## config.mk

```make
export PLATFORM = sky130hd
export DESIGN_NAME = adc_sensor_reader_flat
export DESIGN_NICKNAME = d
export VERILOG_FILES = /design/src/rtl/adc_sensor_reader_pkg.sv /design/src/rtl/adc_sensor_reader_if.sv /design/src/rtl/adc_sensor_reader_sclk_gen.sv /design/src/rtl/adc_sensor_reader.sv /design/src/flat_wrapper.sv
export SDC_FILE = /design/constraint.sdc
export NUM_CORES = 1
export LEC_CHECK = 0
export BUFFER_PORTS_ARGS = -buffer_cell sky130_fd_sc_hd__buf_2
export CORE_UTILIZATION = 50
export CTS_CLUSTER_DIAMETER = 150
export DETAILED_ROUTE_END_ITERATION = 10
export PLACE_DENSITY = 0.67
export SETUP_SLACK_MARGIN = 0.4
export SLEW_MARGIN = 20
export SYNTH_ARGS = -nofsm -noshare
export SYNTH_HDL_FRONTEND = slang
export SYNTH_SLANG_ARGS = --single-unit
```

## constraint.sdc

```tcl
create_clock -name clock -period 5.55 [get_ports clock]
set_input_delay 0 -clock clock [delete_from_list [all_inputs] [get_ports clock]]
set_output_delay 0 -clock clock [all_outputs]
set_load 0.1 [all_outputs]
```

## src/rtl/adc_sensor_reader_pkg.sv

```systemverilog
// Shared types and default frame geometry for the serial-ADC sensor reader.
package adc_pkg;

    localparam int FRAME_BITS = 16;
    localparam int LEAD_BITS  = 4;
    localparam int DATA_W     = FRAME_BITS - LEAD_BITS;

    typedef enum logic [2:0] {
        IDLE,
        SETUP,
        SHIFT,
        DONE,
        QUIET
    } state_t;

    // Width of a counter that must hold the value n itself.
    function automatic int cnt_w(input int n);
        return $clog2(n + 1);
    endfunction

endpackage

```

## src/rtl/adc_sensor_reader_if.sv

```systemverilog
// Sensor request/received handshake between the trainer and the ADC reader.
interface adc_sensor_reader_if #(
    parameter int DATA_W = adc_pkg::DATA_W
);
    logic              sensor_request;
    logic              sensor_received;
    logic              busy;
    logic [DATA_W-1:0] adc_data;
    logic              frame_err;

    modport master (
        output sensor_request,
        input  sensor_received,
        input  busy,
        input  adc_data,
        input  frame_err
    );

    modport slave (
        input  sensor_request,
        output sensor_received,
        output busy,
        output adc_data,
        output frame_err
    );
endinterface

```

## src/rtl/adc_sensor_reader_sclk_gen.sv

```systemverilog
// Half-period divider: ticks every CLK_DIV cycles while run is high and
// toggles the registered SCLK on those ticks while sclk_en is high.
module adc_sclk_gen #(
    parameter int CLK_DIV = 4
) (
    input  logic clk,
    input  logic rst,
    input  logic run,
    input  logic sclk_en,
    output logic tick,
    output logic rise,
    output logic fall,
    output logic sclk
);
    localparam int DIV_W = adc_pkg::cnt_w(CLK_DIV);

    logic [DIV_W-1:0] div_cnt;

    assign tick = run && (div_cnt == DIV_W'(CLK_DIV - 1));
    assign rise = tick && sclk_en && !sclk;
    assign fall = tick && sclk_en && sclk;

    always_ff @(posedge clk or posedge rst) begin
        if (rst) begin
            div_cnt <= '0;
            sclk    <= 1'b0;
        end else begin
            // Restart on terminal count or when idle, so every phase starts at 0.
            if (!run || tick) div_cnt <= '0;
            else              div_cnt <= div_cnt + 1'b1;

            if (!sclk_en)  sclk <= 1'b0;
            else if (tick) sclk <= !sclk;
        end
    end
endmodule

```

## src/rtl/adc_sensor_reader.sv

```systemverilog
// Responder side of the sensor handshake: runs one SPI-style frame on an
// external serial ADC per request and returns the sample with a 1-cycle ack.
module adc_sensor_reader #(
    parameter int CLK_DIV    = 4,
    parameter int FRAME_BITS = adc_pkg::FRAME_BITS,
    parameter int LEAD_BITS  = adc_pkg::LEAD_BITS
) (
    input  logic               clock,
    input  logic               reset,
    adc_sensor_reader_if.slave sif,
    output logic               adc_cs_n,
    output logic               adc_sclk,
    input  logic               adc_miso
);
    import adc_pkg::*;

    localparam int DW    = FRAME_BITS - LEAD_BITS;
    localparam int BIT_W = cnt_w(FRAME_BITS);

    state_t                state;
    logic [BIT_W-1:0]      bit_cnt;
    logic [FRAME_BITS-1:0] shreg;
    logic                  miso_q;
    logic                  run;
    logic                  sclk_en;
    logic                  tick;
    logic                  rise;
    logic                  fall;

    // The divider also times SETUP and QUIET; SCLK only toggles in SHIFT.
    assign run     = (state == SETUP) || (state == SHIFT) || (state == QUIET);
    assign sclk_en = (state == SHIFT);

    adc_sclk_gen #(.CLK_DIV(CLK_DIV)) u_sclk_gen (
        .clk     (clock),
        .rst     (reset),
        .run     (run),
        .sclk_en (sclk_en),
        .tick    (tick),
        .rise    (rise),
        .fall    (fall),
        .sclk    (adc_sclk)
    );

    always_ff @(posedge clock or posedge reset) begin
        if (reset) begin
            state               <= IDLE;
            bit_cnt             <= '0;
            shreg               <= '0;
            miso_q              <= 1'b0;
            adc_cs_n            <= 1'b1;
            sif.busy            <= 1'b0;
            sif.sensor_received <= 1'b0;
            sif.adc_data        <= '0;
            sif.frame_err       <= 1'b0;
        end else begin
            // miso_q and the shift-register LSB form the two synchroniser
            // stages, so a bit driven after SCLK falls lands at the next rise.
            miso_q              <= adc_miso;
            sif.sensor_received <= 1'b0;
            case (state)
                IDLE: begin
                    if (sif.sensor_request) begin
                        state    <= SETUP;
                        adc_cs_n <= 1'b0;
                        sif.busy <= 1'b1;
                        bit_cnt  <= '0;
                    end
                end
                SETUP: begin
                    if (tick) state <= SHIFT;
                end
                SHIFT: begin
                    if (rise) begin
                        shreg   <= {shreg[FRAME_BITS-2:0], miso_q};
                        bit_cnt <= bit_cnt + 1'b1;
                    end
                    if (fall && bit_cnt == BIT_W'(FRAME_BITS)) begin
                        state    <= DONE;
                        adc_cs_n <= 1'b1;
                    end
                end
                DONE: begin
                    sif.sensor_received <= 1'b1;
                    sif.adc_data        <= shreg[DW-1:0];
                    sif.frame_err       <= |shreg[FRAME_BITS-1 -: LEAD_BITS];
                    state               <= QUIET;
                end
                QUIET: begin
                    if (tick) begin
                        state    <= IDLE;
                        sif.busy <= 1'b0;
                    end
                end
                default: state <= IDLE;
            endcase
        end
    end
endmodule

```

## src/flat_wrapper.sv

```systemverilog
// flat-port wrapper written by rule: the top's interface ports become plain ports
module adc_sensor_reader_flat import adc_pkg::*;
#(
    parameter int CLK_DIV    = 4,
    parameter int FRAME_BITS = adc_pkg::FRAME_BITS,
    parameter int LEAD_BITS  = adc_pkg::LEAD_BITS
)
  (clock, reset, adc_cs_n, adc_sclk, adc_miso, sif_sensor_request, sif_sensor_received, sif_busy, sif_adc_data, sif_frame_err);
  adc_sensor_reader_if sif_i ();
  input  logic clock;
  input  logic reset;
  output logic adc_cs_n;
  output logic adc_sclk;
  input  logic adc_miso;
  input wire logic [$bits(sif_i.sensor_request)-1:0] sif_sensor_request;
  output wire logic [$bits(sif_i.sensor_received)-1:0] sif_sensor_received;
  output wire logic [$bits(sif_i.busy)-1:0] sif_busy;
  output wire logic [$bits(sif_i.adc_data)-1:0] sif_adc_data;
  output wire logic [$bits(sif_i.frame_err)-1:0] sif_frame_err;
  assign sif_i.sensor_request = sif_sensor_request;
  assign sif_sensor_received = sif_i.sensor_received;
  assign sif_busy = sif_i.busy;
  assign sif_adc_data = sif_i.adc_data;
  assign sif_frame_err = sif_i.frame_err;
  adc_sensor_reader #(.CLK_DIV(CLK_DIV), .FRAME_BITS(FRAME_BITS), .LEAD_BITS(LEAD_BITS)) u_core (.clock(clock), .reset(reset), .sif(sif_i), .adc_cs_n(adc_cs_n), .adc_sclk(adc_sclk), .adc_miso(adc_miso));
endmodule
```

==> parameters.txt <==
Parameter                              Value

Outcome
  Status ... finished, final reports clean

Synthesis
  Number of register bits inferred by synthesis ... 45
  Library cell with the highest instance count after synthesis ... sky130_fd_sc_hd__dfrtp_1
  Proportion of register bits with asynchronous set or reset after synthesis ... 1.00
  Yosys top cell by area ... sky130_fd_sc_hd__dfrtp_1
  Synth cell count leaders ... sky130_fd_sc_hd__dfrtp_1, sky130_fd_sc_hd__mux2_2, sky130_fd_sc_hd__mux2_4
  Post-synthesis cell count ... 146
  Number of distinct standard cells referenced by the synthesized netlist ... 35
  Primary flip-flop cell chosen by synthesis mapping ... sky130_fd_sc_hd__dfrtp_1
  Sequential fraction of the synthesis area ... 0.570
  Post-synth top area share ... 0.557
  Number of synthesis warnings ... 0
  Summed instance area of the synthesized netlist ... 0.00198 mm²
  Number of enable-type register cells in the synthesized netlist ... 0
  Cell types occupying the most area after synthesis ... sky130_fd_sc_hd__dfrtp_1, sky130_fd_sc_hd__mux2_2, sky130_fd_sc_hd__mux2_4
  Average size of a mapped cell ... 13.5 µm²
  Mapped Nets ... 154

CTS
  Clock root cell ... sky130_fd_sc_hd__clkbuf_8
  Clock-pin slew on the worst setup and hold paths ... 0.08 ns
  Clk buf depth ... 2
  CTS tree ... built
  Clock H-tree levels ... 2
  Number of buffers created by CTS ... 5
  Insertion delay of the later-clocked pin in the worst-skew pair ... 0.29 ns
  Clock sink total ... 45
  Number of buffers inserted by post-CTS setup repair ... 0

STA
  Fin crit share ... 0.334
  Slew margin rel. ... 0.537
  Achievable clock frequency ... 540 MHz
  Endpoints failing setup ... 0
  Final Hold Vio Count ... 0
  RSZ-0062 raised after global routing ... false
  Post-route setup slack ... 3.70 ns
  Max Transition Viols Final ... 0
  Final worst clock skew ... 0.00568 ns
  Min Clock Period, post-route ... 1.85 ns
  Setup_tns ... 0 ns
  Worst Max-Slew Pin Slew ... 0.692 ns

Floorplanning
  I/O pin total ... 21
  # rows ... 22
  Core ar. ... 0.00372 mm²
  Floorplan die area ... 0.00421 mm²
  Starting utilization of the core area ... 0.532
  Floorplan die height ... 64.9 µm
  X dimension of the die ... 64.9 µm

Detailed routing
  Wire per inst ... 14.0 µm
  DRC violation count after routing ... 0
  Via density per instance ... 5.22
  Starting DRC count in detailed routing ... 66
  Routed Antenna Nets ... 0
  Pre-Repair DR Iteration Count ... 4
  Routed via count ... 1144
  Total routed wirelength ... 3070 µm

Power
  Static Leakage ... 1.17 nW
  Worst vdd rail ir drop ... 0.377 mV
  Overall power of the completed layout ... 0.000875 W
  Total power per unit cell area ... 393 mW/mm²

Flow run
  Max Cap Violations ... 0

GRT
  Overall fraction of global-route tracks in use ... 0.176
  Overflow after GRT ... 0
  Largest net degree at the start of global routing ... 46
  Vias in the first global route ... 1217
  Antenna violations before repair ... 0
  Wire length of the first global-routing pass ... 5490 µm

Critical path
  Startpoint type of the worst setup path ... register
  Data required time at the worst endpoint ... 5.73 ns
  R2R setup slack ... 3.70 ns
  Arrival time of data at the critical path endpoint ... 2.03 ns
  CP Class ... reg2reg
  Critical path endpoint category ... register
  Largest fanout on the critical path ... 16

Final layout
  Final #Nets ... 178
  Sequential cell area ... 0.00113 mm²
  Layout area overhead ... 12.7%
  Post-route cell area ... 0.00223 mm²
  Multi-input logic area ... 772 µm²
  Diodes inserted ... 0
  Share of post-route cells with drive strength above 1 ... 0.368
  Core occupancy in the finished layout ... 0.600
  Number of filler cells placed in the layout ... 306

Placement
  HPWL Detailed ... 2090 µm
  Count of buffers inserted at the top-level ports ... 20
  Post-DP Area ... 0.00210 mm²
  Final GP Congestion ... 0.781
  Pre-CTS setup slack ... 3.69 ns

Hold path
  Worst min-delay path class ... in2reg
-- cell type report --
class / instances / share of cell area
timing repair buffer: 23 / 0.0573
clock inverter: 2 / 0.0174
inverter: 8 / 0.0135
clock buffer: 6 / 0.0326
sequential: 45 / 0.506
tap: 48 / 0.0270
multi-input combinational: 87 / 0.346
-- flip-flops by register name, summed over array words and instances (netlist names) --
name / cells
u_core.shreg: 16
u_core.sif.adc_data: 12
u_core.bit_cnt: 5
u_core.state: 3
u_core.u_sclk_gen.div_cnt: 3
u_core.adc_cs_n: 1
u_core.miso_q: 1
u_core.sif.busy: 1
u_core.sif.frame_err: 1
u_core.sif.sensor_received: 1
u_core.u_sclk_gen.sclk: 1
-- power by group --
part           internal (W)  total, W  switching, W
sequential         0.000363  0.000402     0.0000394
clock              0.000135  0.000245      0.000110
combinational     0.0000758  0.000228      0.000152
total              0.000574  0.000875      0.000301
-- cell usage in the layout (no fill, tap or decap), types with 2 or more instances in the layout --
cell                            netlist  layout
sky130_fd_sc_hd__a2111oi_2            2       2
sky130_fd_sc_hd__buf_2                1      20
sky130_fd_sc_hd__nand2b_1             5       5
sky130_fd_sc_hd__nor2_1               5       5
sky130_fd_sc_hd__clkbuf_8             0       5
sky130_fd_sc_hd__inv_1                8       8
sky130_fd_sc_hd__nand2_1              9       9
sky130_fd_sc_hd__nand3b_1             2       2
sky130_fd_sc_hd__mux2i_1              3       3
sky130_fd_sc_hd__nor2b_1              3       3
sky130_fd_sc_hd__mux2_2              18      18
sky130_fd_sc_hd__nand4_1              2       2
sky130_fd_sc_hd__dlygate4sd3_1        0       2
sky130_fd_sc_hd__ha_1                 4       4
sky130_fd_sc_hd__dfrtp_1             44      44
sky130_fd_sc_hd__a21oi_1              5       5
sky130_fd_sc_hd__o21ai_0              4       4
sky130_fd_sc_hd__mux2_4              10      10
-- what timing repair did --
item	in CTS	in global routing
endpoints found under the hold margin	45	0
resized for setup	0	0
hold buffers	2	0
-- per-stage QoR --
stage          hold slack [ns]  instances
2_1_floorplan           0.0314        146
3_3_place_gp             0.108        209
3_5_place_dp             0.110        209
4_1_cts                 0.0420        219
5_1_grt                 0.0644        219
6_report                0.0447        219
-- cells by family after synthesis --
family,count (synthesis),synth area share
adder cells (fa/ha/maj),4,0.0253
flip-flops,45,0.570
multiplexers,31,0.194
AO/OA/AOI/OAI,16,0.0589
AND/OR/NAND/NOR,36,0.113
buffers and inverters,14,0.0392
-- critical path: stages, from the launching register on --
cell and delay [ns]:
sky130_fd_sc_hd__dfrtp_1 0.39, sky130_fd_sc_hd__ha_1 0.21, sky130_fd_sc_hd__ha_1 0.28, sky130_fd_sc_hd__and2b_1 0.24
sky130_fd_sc_hd__nand2_4 0.24, sky130_fd_sc_hd__mux2_2 0.37
-- path summary, 6_finish.rpt --
path / from / end / cells after the start
min in group asynchronous: reset / u_core.sif.adc_data[8]$_DFFE_PP0P_ / 4
min: sif_sensor_request / u_core.sif.busy$_DFFE_PP0P_ / 3
min reg2reg: u_core.u_sclk_gen.div_cnt[0]$_DFF_PP0_ / u_core.u_sclk_gen.div_cnt[0]$_DFF_PP0_ / 1
max reg2reg: u_core.u_sclk_gen.div_cnt[0]$_DFF_PP0_ / u_core.shreg[2]$_DFFE_PP0P_ / 5
max: u_core.u_sclk_gen.div_cnt[0]$_DFF_PP0_ / u_core.shreg[2]$_DFFE_PP0P_ / 5
max in group asynchronous: reset / u_core.adc_cs_n$_DFFE_PP1P_ / 4
-- layer usage --
layer / track usage / vias to the layer above / part of all wire
li1: - / 549 / -
met1: 0.202 / 571 / 0.46
met2: 0.305 / 22 / 0.50
met3: 0.0581 / 2 / 0.035
met4: 0.0583 / 0 / 0.0065
met5: 0 / - / 0
(Power assumes the default switching activity.)
